$ cat src/rtl/led_p2s_ctrl_pkg.sv
// Shared definitions for the LED parallel-to-serial sequencer:
// the state encoding and the default frame geometry.
package led_p2s_ctrl_pkg;

  typedef enum logic [1:0] {
    IDLE     = 2'd0,
    SHIFT_LO = 2'd1,
    SHIFT_HI = 2'd2,
    LATCH    = 2'd3
  } state_e;

  localparam int DEF_DATA_W  = 16;
  localparam int DEF_CLK_DIV = 2;

endpackage

$ cat src/rtl/led_p2s_ctrl_p2s_shreg.sv
// Parallel-load, left-shifting register feeding the LED serial data pin.
// Load wins over shift; the vacated LSB fills with zero.
module p2s_shreg #(
  parameter int W = 16
) (
  input  logic         clk,
  input  logic         rst,
  input  logic         load,
  input  logic         shift,
  input  logic [W-1:0] d,
  output logic [W-1:0] q
);

  logic [W-1:0] q_r;

  // Shift register state: load, shift or hold.
  always_ff @(posedge clk or posedge rst) begin
    if (rst) begin
      q_r <= {W{1'b0}};
    end else if (load) begin
      q_r <= d;
    end else if (shift) begin
      q_r <= {q_r[W-2:0], 1'b0};
    end else begin
      q_r <= q_r;
    end
  end

  assign q = q_r;

endmodule

$ cat src/rtl/led_p2s_ctrl.sv
// LED frame sequencer: captures a pattern on start, clocks it out MSB-first
// on a divided serial clock, then strobes the driver output latch.
module led_p2s_ctrl
  import led_p2s_ctrl_pkg::*;
#(
  parameter int DATA_W  = DEF_DATA_W,
  parameter int CLK_DIV = DEF_CLK_DIV
) (
  input  logic              clk,
  input  logic              rst,
  input  logic              start,
  input  logic [DATA_W-1:0] par_data,
  output logic              busy,
  output logic              done,
  output logic              sclk,
  output logic              sdata,
  output logic              latch
);

  localparam int DIV_W = $clog2(CLK_DIV) + 1;
  localparam int BIT_W = $clog2(DATA_W);
  localparam logic [DIV_W-1:0] DIV_LAST = DIV_W'(CLK_DIV - 1);
  localparam logic [BIT_W-1:0] BIT_LAST = BIT_W'(DATA_W - 1);

  state_e            state_r, state_nxt_s;
  logic [DIV_W-1:0]  div_cnt_r, div_nxt_s;
  logic [BIT_W-1:0]  bit_cnt_r, bit_nxt_s;
  logic              load_s, shift_s, div_end_s, done_nxt_s;
  logic              busy_r, done_r, sclk_r, latch_r;
  logic [DATA_W-1:0] shreg_q_s;

  assign div_end_s = (div_cnt_r == DIV_LAST);

  // Next-state, counter and shift-control decode.
  always_comb begin
    state_nxt_s = state_r;
    div_nxt_s   = div_cnt_r;
    bit_nxt_s   = bit_cnt_r;
    load_s      = 1'b0;
    shift_s     = 1'b0;
    case (state_r)
      IDLE: begin
        if (start) begin
          state_nxt_s = SHIFT_LO;
          div_nxt_s   = {DIV_W{1'b0}};
          bit_nxt_s   = {BIT_W{1'b0}};
          load_s      = 1'b1;
        end else begin
          state_nxt_s = IDLE;
        end
      end
      SHIFT_LO: begin
        if (div_end_s) begin
          state_nxt_s = SHIFT_HI;
          div_nxt_s   = {DIV_W{1'b0}};
        end else begin
          div_nxt_s   = div_cnt_r + DIV_W'(1);
        end
      end
      SHIFT_HI: begin
        if (div_end_s) begin
          div_nxt_s = {DIV_W{1'b0}};
          if (bit_cnt_r == BIT_LAST) begin
            state_nxt_s = LATCH;
          end else begin
            // shifting on the sclk fall keeps sdata stable for the whole high phase
            state_nxt_s = SHIFT_LO;
            bit_nxt_s   = bit_cnt_r + BIT_W'(1);
            shift_s     = 1'b1;
          end
        end else begin
          div_nxt_s = div_cnt_r + DIV_W'(1);
        end
      end
      LATCH: begin
        if (div_end_s) begin
          state_nxt_s = IDLE;
          div_nxt_s   = {DIV_W{1'b0}};
        end else begin
          div_nxt_s   = div_cnt_r + DIV_W'(1);
        end
      end
      default: begin
        state_nxt_s = IDLE;
        div_nxt_s   = {DIV_W{1'b0}};
        bit_nxt_s   = {BIT_W{1'b0}};
      end
    endcase
    done_nxt_s = (state_r == LATCH) && (state_nxt_s == IDLE);
  end

  // State, counters and pin registers; pins are decoded from the next state.
  always_ff @(posedge clk or posedge rst) begin
    if (rst) begin
      state_r   <= IDLE;
      div_cnt_r <= {DIV_W{1'b0}};
      bit_cnt_r <= {BIT_W{1'b0}};
      busy_r    <= 1'b0;
      done_r    <= 1'b0;
      sclk_r    <= 1'b0;
      latch_r   <= 1'b0;
    end else begin
      state_r   <= state_nxt_s;
      div_cnt_r <= div_nxt_s;
      bit_cnt_r <= bit_nxt_s;
      busy_r    <= (state_nxt_s != IDLE);
      done_r    <= done_nxt_s;
      sclk_r    <= (state_nxt_s == SHIFT_HI);
      latch_r   <= (state_nxt_s == LATCH);
    end
  end

  p2s_shreg #(.W(DATA_W)) u_shreg (
    .clk   (clk),
    .rst   (rst),
    .load  (load_s),
    .shift (shift_s),
    .d     (par_data),
    .q     (shreg_q_s)
  );

  assign busy  = busy_r;
  assign done  = done_r;
  assign sclk  = sclk_r;
  assign latch = latch_r;
  assign sdata = shreg_q_s[DATA_W-1];

endmodule
$ cat config.mk
export PLATFORM = sky130hd
export DESIGN_NAME = led_p2s_ctrl
export DESIGN_NICKNAME = d
export VERILOG_FILES = /design/src/rtl/led_p2s_ctrl_pkg.sv /design/src/rtl/led_p2s_ctrl_p2s_shreg.sv /design/src/rtl/led_p2s_ctrl.sv
export SDC_FILE = /design/constraint.sdc
export NUM_CORES = 1
export LEC_CHECK = 0
export ABC_CLOCK_PERIOD_IN_PS = 3610
export CORE_MARGIN = 3
export CORE_UTILIZATION = 45
export CTS_CLUSTER_DIAMETER = 30
export DETAILED_ROUTE_END_ITERATION = 10
export GPL_TIMING_DRIVEN = 1
export PLACE_DENSITY = 0.67
export SLEW_MARGIN = 10
export SYNTH_ARGS = -nofsm -noshare
export SYNTH_HDL_FRONTEND = slang
export SYNTH_SLANG_ARGS = --single-unit
$ cat constraint.sdc
create_clock -name clk -period 3.61 [get_ports clk]
set_clock_uncertainty 0.1 [all_clocks]
set_input_delay 0.5415 -clock clk [delete_from_list [all_inputs] [get_ports clk]]
set_output_delay 0.5415 -clock clk [all_outputs]
set_load 0.01 [all_outputs]
==> flow_metrics.env, run 1 <==
export IMPL_status="complete, no violations"
export IMPL_wirelength_um=2900
export IMPL_worstSetupStartpointType="flip-flop"
export IMPL_hold_viol=0
export IMPL_ys_ff_latch=28
export IMPL_die_width_um=62.1
export IMPL_dieArea_mm2=0.00385
export IMPL_rsz0062_at_grt="no"
export IMPL_power_frac_comb_pct=36.4
export IMPL_synthCells=143
export IMPL_firstDrtPassIters=4
export IMPL_drc=0
export IMPL_switching_power_mw=0.422
export IMPL_grt_max_degree=29
export IMPL_tns_ns=0
export IMPL_synthTopCellsByArea="dfrtp_1, nand2_1, o211ai_2, nand3_1, o211ai_1"
export IMPL_relSlewSlack_pct=28.2
export IMPL_slew_viol_final=0
export IMPL_synth_area_per_cell_um2=9.90
export IMPL_final_setup_viol_count=0
export IMPL_worstPathMaxFanout=20
export IMPL_num_vias=1067
export IMPL_nets=180
export IMPL_io_pins=24
export IMPL_switching_share_pct=35.6
export IMPL_hold_ws_ns=0.425
export IMPL_gp_congestion=0.788
export IMPL_instances_no_fill=201
export IMPL_yosysMostFrequentCell="nand2_1"
export IMPL_cts_resized=0
export IMPL_hp_class="flip-flop to flip-flop"
export IMPL_grt_pass1_wl_um=4760
export IMPL_n_antenna_cell=0
export IMPL_timing_fmax_ghz=0.458
export IMPL_insertion_delay_ns=0.34
export IMPL_power_leakage_nw=0.738
export IMPL_synth_nets=163
export IMPL_syn_cell_area_mm2=0.00142
export IMPL_synth_top_cell_area_share_pct=49.5
export IMPL_grt_ovfl_total=0
export IMPL_internal_power_mw=0.764
export IMPL_vias_per_cell=5.31
export IMPL_clockBufferDepth=2
export IMPL_grt_pass1_vias=1038
export IMPL_die_y_um=62.1
export IMPL_start_util_pct=49.2
export IMPL_numCtsBuffers=3
export IMPL_cts_num_sinks=28
export IMPL_cts_htree_levels=1
export IMPL_ys_top_cells_by_count="nand2_1, dfrtp_1, nand3_1, o211ai_2"
export IMPL_post_drt_wl_per_cell_um=14.4
export IMPL_finish_instance_area_mm2=0.00168
export IMPL_ant_nets=0
export IMPL_drive_gt1_share_pct=11.3
export IMPL_synth_flop_cell="dfrtp_1"
export IMPL_hpwl_um=1870
export IMPL_synthArstFlopShare_pct=100
export IMPL_crit_type="flip-flop to flip-flop"
export IMPL_maxCapViolations=0
export IMPL_coreArea_mm2=0.00288
export IMPL_ir_drop_uv=453
export IMPL_ys_types=32
export IMPL_cts_root_buf="clkbuf_4"
export IMPL_seq_area_frac_synth_pct=49.5
export IMPL_portBuffers=23
export IMPL_path_clk_slew_ns=0.14
export IMPL_antenna_found_initial=0
export IMPL_ctsHoldBuffers=0
export IMPL_grt_use_total_pct=16.6
export IMPL_dp_cells=197
export IMPL_min_period_over_period_pct=60.5
export IMPL_clkPwrFrac_pct=17.5
export IMPL_post_cts_buffers=0
export IMPL_ys_warn_count=0
export IMPL_pwr_share_seq_pct=46.1
export IMPL_powerDensity_mw_per_mm2=708
export IMPL_cts_tree="done"
export IMPL_final_min_clock_period_ns=2.18
export IMPL_drt_iter0_markers=54
export IMPL_rows=19
export IMPL_worstMarginPinSlew_ns=1.08
export IMPL_synth_edf_count=0
export IMPL_arrival_ns=2.32
export IMPL_fillers=270
export IMPL_synth_top_cell_by_area="dfrtp_1"
export IMPL_cp_required_ns=3.74
export IMPL_cp_end_kind="flip-flop"
export IMPL_place_area_mm2=0.00162
export IMPL_area_growth_pct=18.4
==> stage by stage <==
stage	setup slack [ns]	util (%)	total power, mW
floorplan	2.05	-	0.879
global placement	1.29	56.4	0.967
detailed placement	1.25	56.4	0.988
CTS	1.44	58.2	1.19
global route	1.23	58.2	1.28
finish	1.43	58.2	1.19
==> per-layer routing <==
metal | GRT usage (%) | vias up | wire, µm
li1 | - | 532 | -
met1 | 23.6 | 512 | 1420
met2 | 26.0 | 19 | 1340
met3 | 2.27 | 4 | 103
met4 | 5.45 | 0 | 36
met5 | 0 | - | 0
==> flip-flops by register name, indices dropped and copies added (netlist names) <==
signal     cells
busy           1
done           1
sclk           1
bit_cnt_r      4
u_shreg.q     16
state_r        2
div_cnt_r      2
latch          1
==> cell families (layout without fill, tap and decap cells) <==
family,Yosys count,count (layout),synth area share [%]
simple gates,72,72,25.3
flops,28,28,49.5
compound gates,26,26,16.2
buf+inv,13,29,5.84
mux,3,3,2.30
fa+ha+maj,1,1,0.884
==> cell type report <==
type,count,area (µm²),area share (%)
repair buffers,23,230,13.7
clock buffers,3,22.5,1.34
clock inverters,1,30.0,1.79
flip-flops and latches,28,701,41.8
multi-input cells,102,632,37.7
well taps,42,52.6,3.14
inverters,2,7.51,0.448
==> power by group through the flow <==
stage / clock (mW) / combinational [mW] / sequential (mW)
3_3_place_gp: 0 / 0.423 / 0.543
5_1_grt: 0.223 / 0.492 / 0.564
4_1_cts: 0.210 / 0.439 / 0.543
3_5_place_dp: 0 / 0.437 / 0.551
2_1_floorplan: 0 / 0.362 / 0.517
6_report: 0.208 / 0.431 / 0.547
==> final timing paths <==
path                              start       endpoint  slack, ns  cells after the start
min                        bit_cnt_r[3]   bit_cnt_r[3]       0.42                      1
min in group asynchronous           rst  u_shreg.q[11]       0.65                      2
max in group asynchronous           rst   bit_cnt_r[1]       2.11                      2
min reg2reg                bit_cnt_r[3]   bit_cnt_r[3]       0.42                      1
max reg2reg                bit_cnt_r[0]   bit_cnt_r[0]       1.43                      4
max                        bit_cnt_r[0]   bit_cnt_r[0]       1.43                      4
==> worst max-delay path: stages (launching register included) <==
cell	delay [ns]
dfrtp_1	0.41
ha_1	0.22
nand3_1	0.59
and2_4	0.48
mux2_2	0.28
==> cells in the final DEF (no fill, tap or decap), drive strengths merged, types with 2 or more instances in the layout <==
master,synthesis,layout
nand2b,2,2
nand2,36,36
o22ai,3,3
dfrtp,28,28
clkdlybuf4s50,0,23
o21ai,4,4
nor2,4,4
and3,3,3
nand3,18,18
mux2,2,2
o211ai,15,15
clkbuf,2,3
inv,2,2
(Power assumes the default switching activity.)
==> run 2, diff against run 1 <==
--- a/config.mk
+++ b/config.mk
@@ -5,7 +5,7 @@
 export SDC_FILE = /design/constraint.sdc
 export NUM_CORES = 1
 export LEC_CHECK = 0
-export ABC_CLOCK_PERIOD_IN_PS = 3610
+export ABC_CLOCK_PERIOD_IN_PS = 2100
 export CORE_MARGIN = 3
 export CORE_UTILIZATION = 45
 export CTS_CLUSTER_DIAMETER = 30
==> constraint.sdc (replaced) <==
create_clock -name clk -period 2.1 [get_ports clk]
set_clock_uncertainty 0.1 [all_clocks]
set_input_delay 0.315 -clock clk [delete_from_list [all_inputs] [get_ports clk]]
set_output_delay 0.315 -clock clk [all_outputs]
set_load 0.01 [all_outputs]
==> flow_metrics.env, run 2 (synthesis results as in run 1) <==
export IMPL_status="complete, no violations"
export IMPL_crit_type="flip-flop to flip-flop"
export IMPL_powerDensity_mw_per_mm2=1190
export IMPL_path_clk_slew_ns=0.16
export IMPL_clockBufferDepth=2
export IMPL_drc=0
export IMPL_worst_r2r_cell_count=3
export IMPL_rows=19
export IMPL_cts_tree="done"
export IMPL_worstPathMaxFanout=17
export IMPL_finalPower_mw=2.05
export IMPL_maxCapViolations=0
export IMPL_final_min_clock_period_ns=1.72
export IMPL_cts_htree_levels=1
export IMPL_grt_pass1_wl_um=4720
export IMPL_arrival_ns=1.82
export IMPL_cts_num_sinks=28
export IMPL_tns_ns=0
export IMPL_antenna_found_initial=0
export IMPL_ant_nets=0
export IMPL_final_setup_viol_count=0
export IMPL_largest_reg_flops=16
export IMPL_timing_fmax_ghz=0.582
export IMPL_cp_required_ns=2.20
export IMPL_hp_class="primary input to asynchronous set/reset pin"
export IMPL_layout_common_cells="nand2_1, dfrtp_1, clkdlybuf4s50_1"
export IMPL_post_cts_buffers=0
export IMPL_start_util_pct=49.2
export IMPL_worstSetupStartpointType="flip-flop"
export IMPL_min_period_over_period_pct=81.8
export IMPL_wirelength_um=2740
export IMPL_utilization_pct=60.1
export IMPL_cp_end_kind="flip-flop"
export IMPL_numCtsBuffers=3
export IMPL_rsz0062_at_grt="no"
export IMPL_die_width_um=62.1
export IMPL_slew_viol_final=0
export IMPL_coreArea_mm2=0.00288
export IMPL_vias_per_cell=5.18
export IMPL_grt_ovfl_total=0
export IMPL_insertion_delay_ns=0.33
export IMPL_grt_pass1_vias=1094
export IMPL_firstDrtPassIters=4
export IMPL_drive_gt1_share_pct=15.1
export IMPL_power_leakage_nw=0.771
export IMPL_hold_viol=0
export IMPL_hpwl_um=1970
export IMPL_area_growth_pct=22.1
export IMPL_drt_iter0_markers=51
export IMPL_gp_congestion=0.766
export IMPL_grt_use_total_pct=16.5
export IMPL_mostFrequentLayoutCell="nand2_1"
export IMPL_nets=187
export IMPL_n_antenna_cell=0
export IMPL_ctsHoldBuffers=0
export IMPL_portBuffers=23
export IMPL_die_y_um=62.1
export IMPL_relSlewSlack_pct=73.8
export IMPL_post_drt_wl_per_cell_um=13.2
export IMPL_num_vias=1078
export IMPL_ir_drop_uv=599
export IMPL_dieArea_mm2=0.00385
export IMPL_cts_resized=0
export IMPL_worstMarginPinSlew_ns=0.393
export IMPL_cts_root_buf="clkbuf_4"
export IMPL_grt_max_degree=29
export IMPL_io_pins=24
-- run 2: changes by cell type in the layout (fill, tap and decap cells not counted) --
cell / before / now
buf_4: 0 / 7
-- run 2: cell type report --
class	instances	area [µm²]
sequential	28	701
timing repair buffer	30	283
clock inverter	1	30.0
inverter	2	7.51
multi-input combinational	102	632
tap	42	52.6
clock buffer	3	22.5
fill	260	1150
-- run 2: report_power, final --
part / leakage [nW] / switching (mW) / internal [mW] / total, mW
Combinational: 0.389 / 0.378 / 0.393 / 0.771
Sequential: 0.354 / 0.171 / 0.758 / 0.929
Clock: 0.0279 / 0.157 / 0.193 / 0.350
-- run 2: layer usage --
layer	part of all wire [%]	GRT usage (%)
met5	0	0
met4	0.80	6.36
met3	2.6	1.86
met2	48	26.0
met1	49	23.2
-- run 2: worst max-delay path, stage by stage (launching register included) --
cell and delay, ns:
dfrtp_1 0.61, and4bb_1 0.40, and2_4 0.35, o211ai_1 0.14
-- run 2: path summary, 6_finish.rpt --
check,startpoint,endpoint,slack (ns)
max,state_r[1],u_shreg.q[7],0.38
min,rst,u_shreg.q[9],0.23
max reg2reg,state_r[1],u_shreg.q[7],0.38
min reg2reg,u_shreg.q[7],u_shreg.q[8],0.44
max in group asynchronous,rst,u_shreg.q[8],1.38
min in group clk,par_data[0],u_shreg.q[0],0.41
-- run 2: metrics by stage --
step	cells	area [µm²]	worst slack (ns)	hold WS, ns
after floorplan	143	1420	0.586	0.280
after global placement	204	1680	0.343	0.390
after detailed placement	204	1680	0.323	0.410
after CTS	208	1730	0.378	0.243
after global routing	208	1730	0.239	0.278
final	208	1730	0.382	0.233
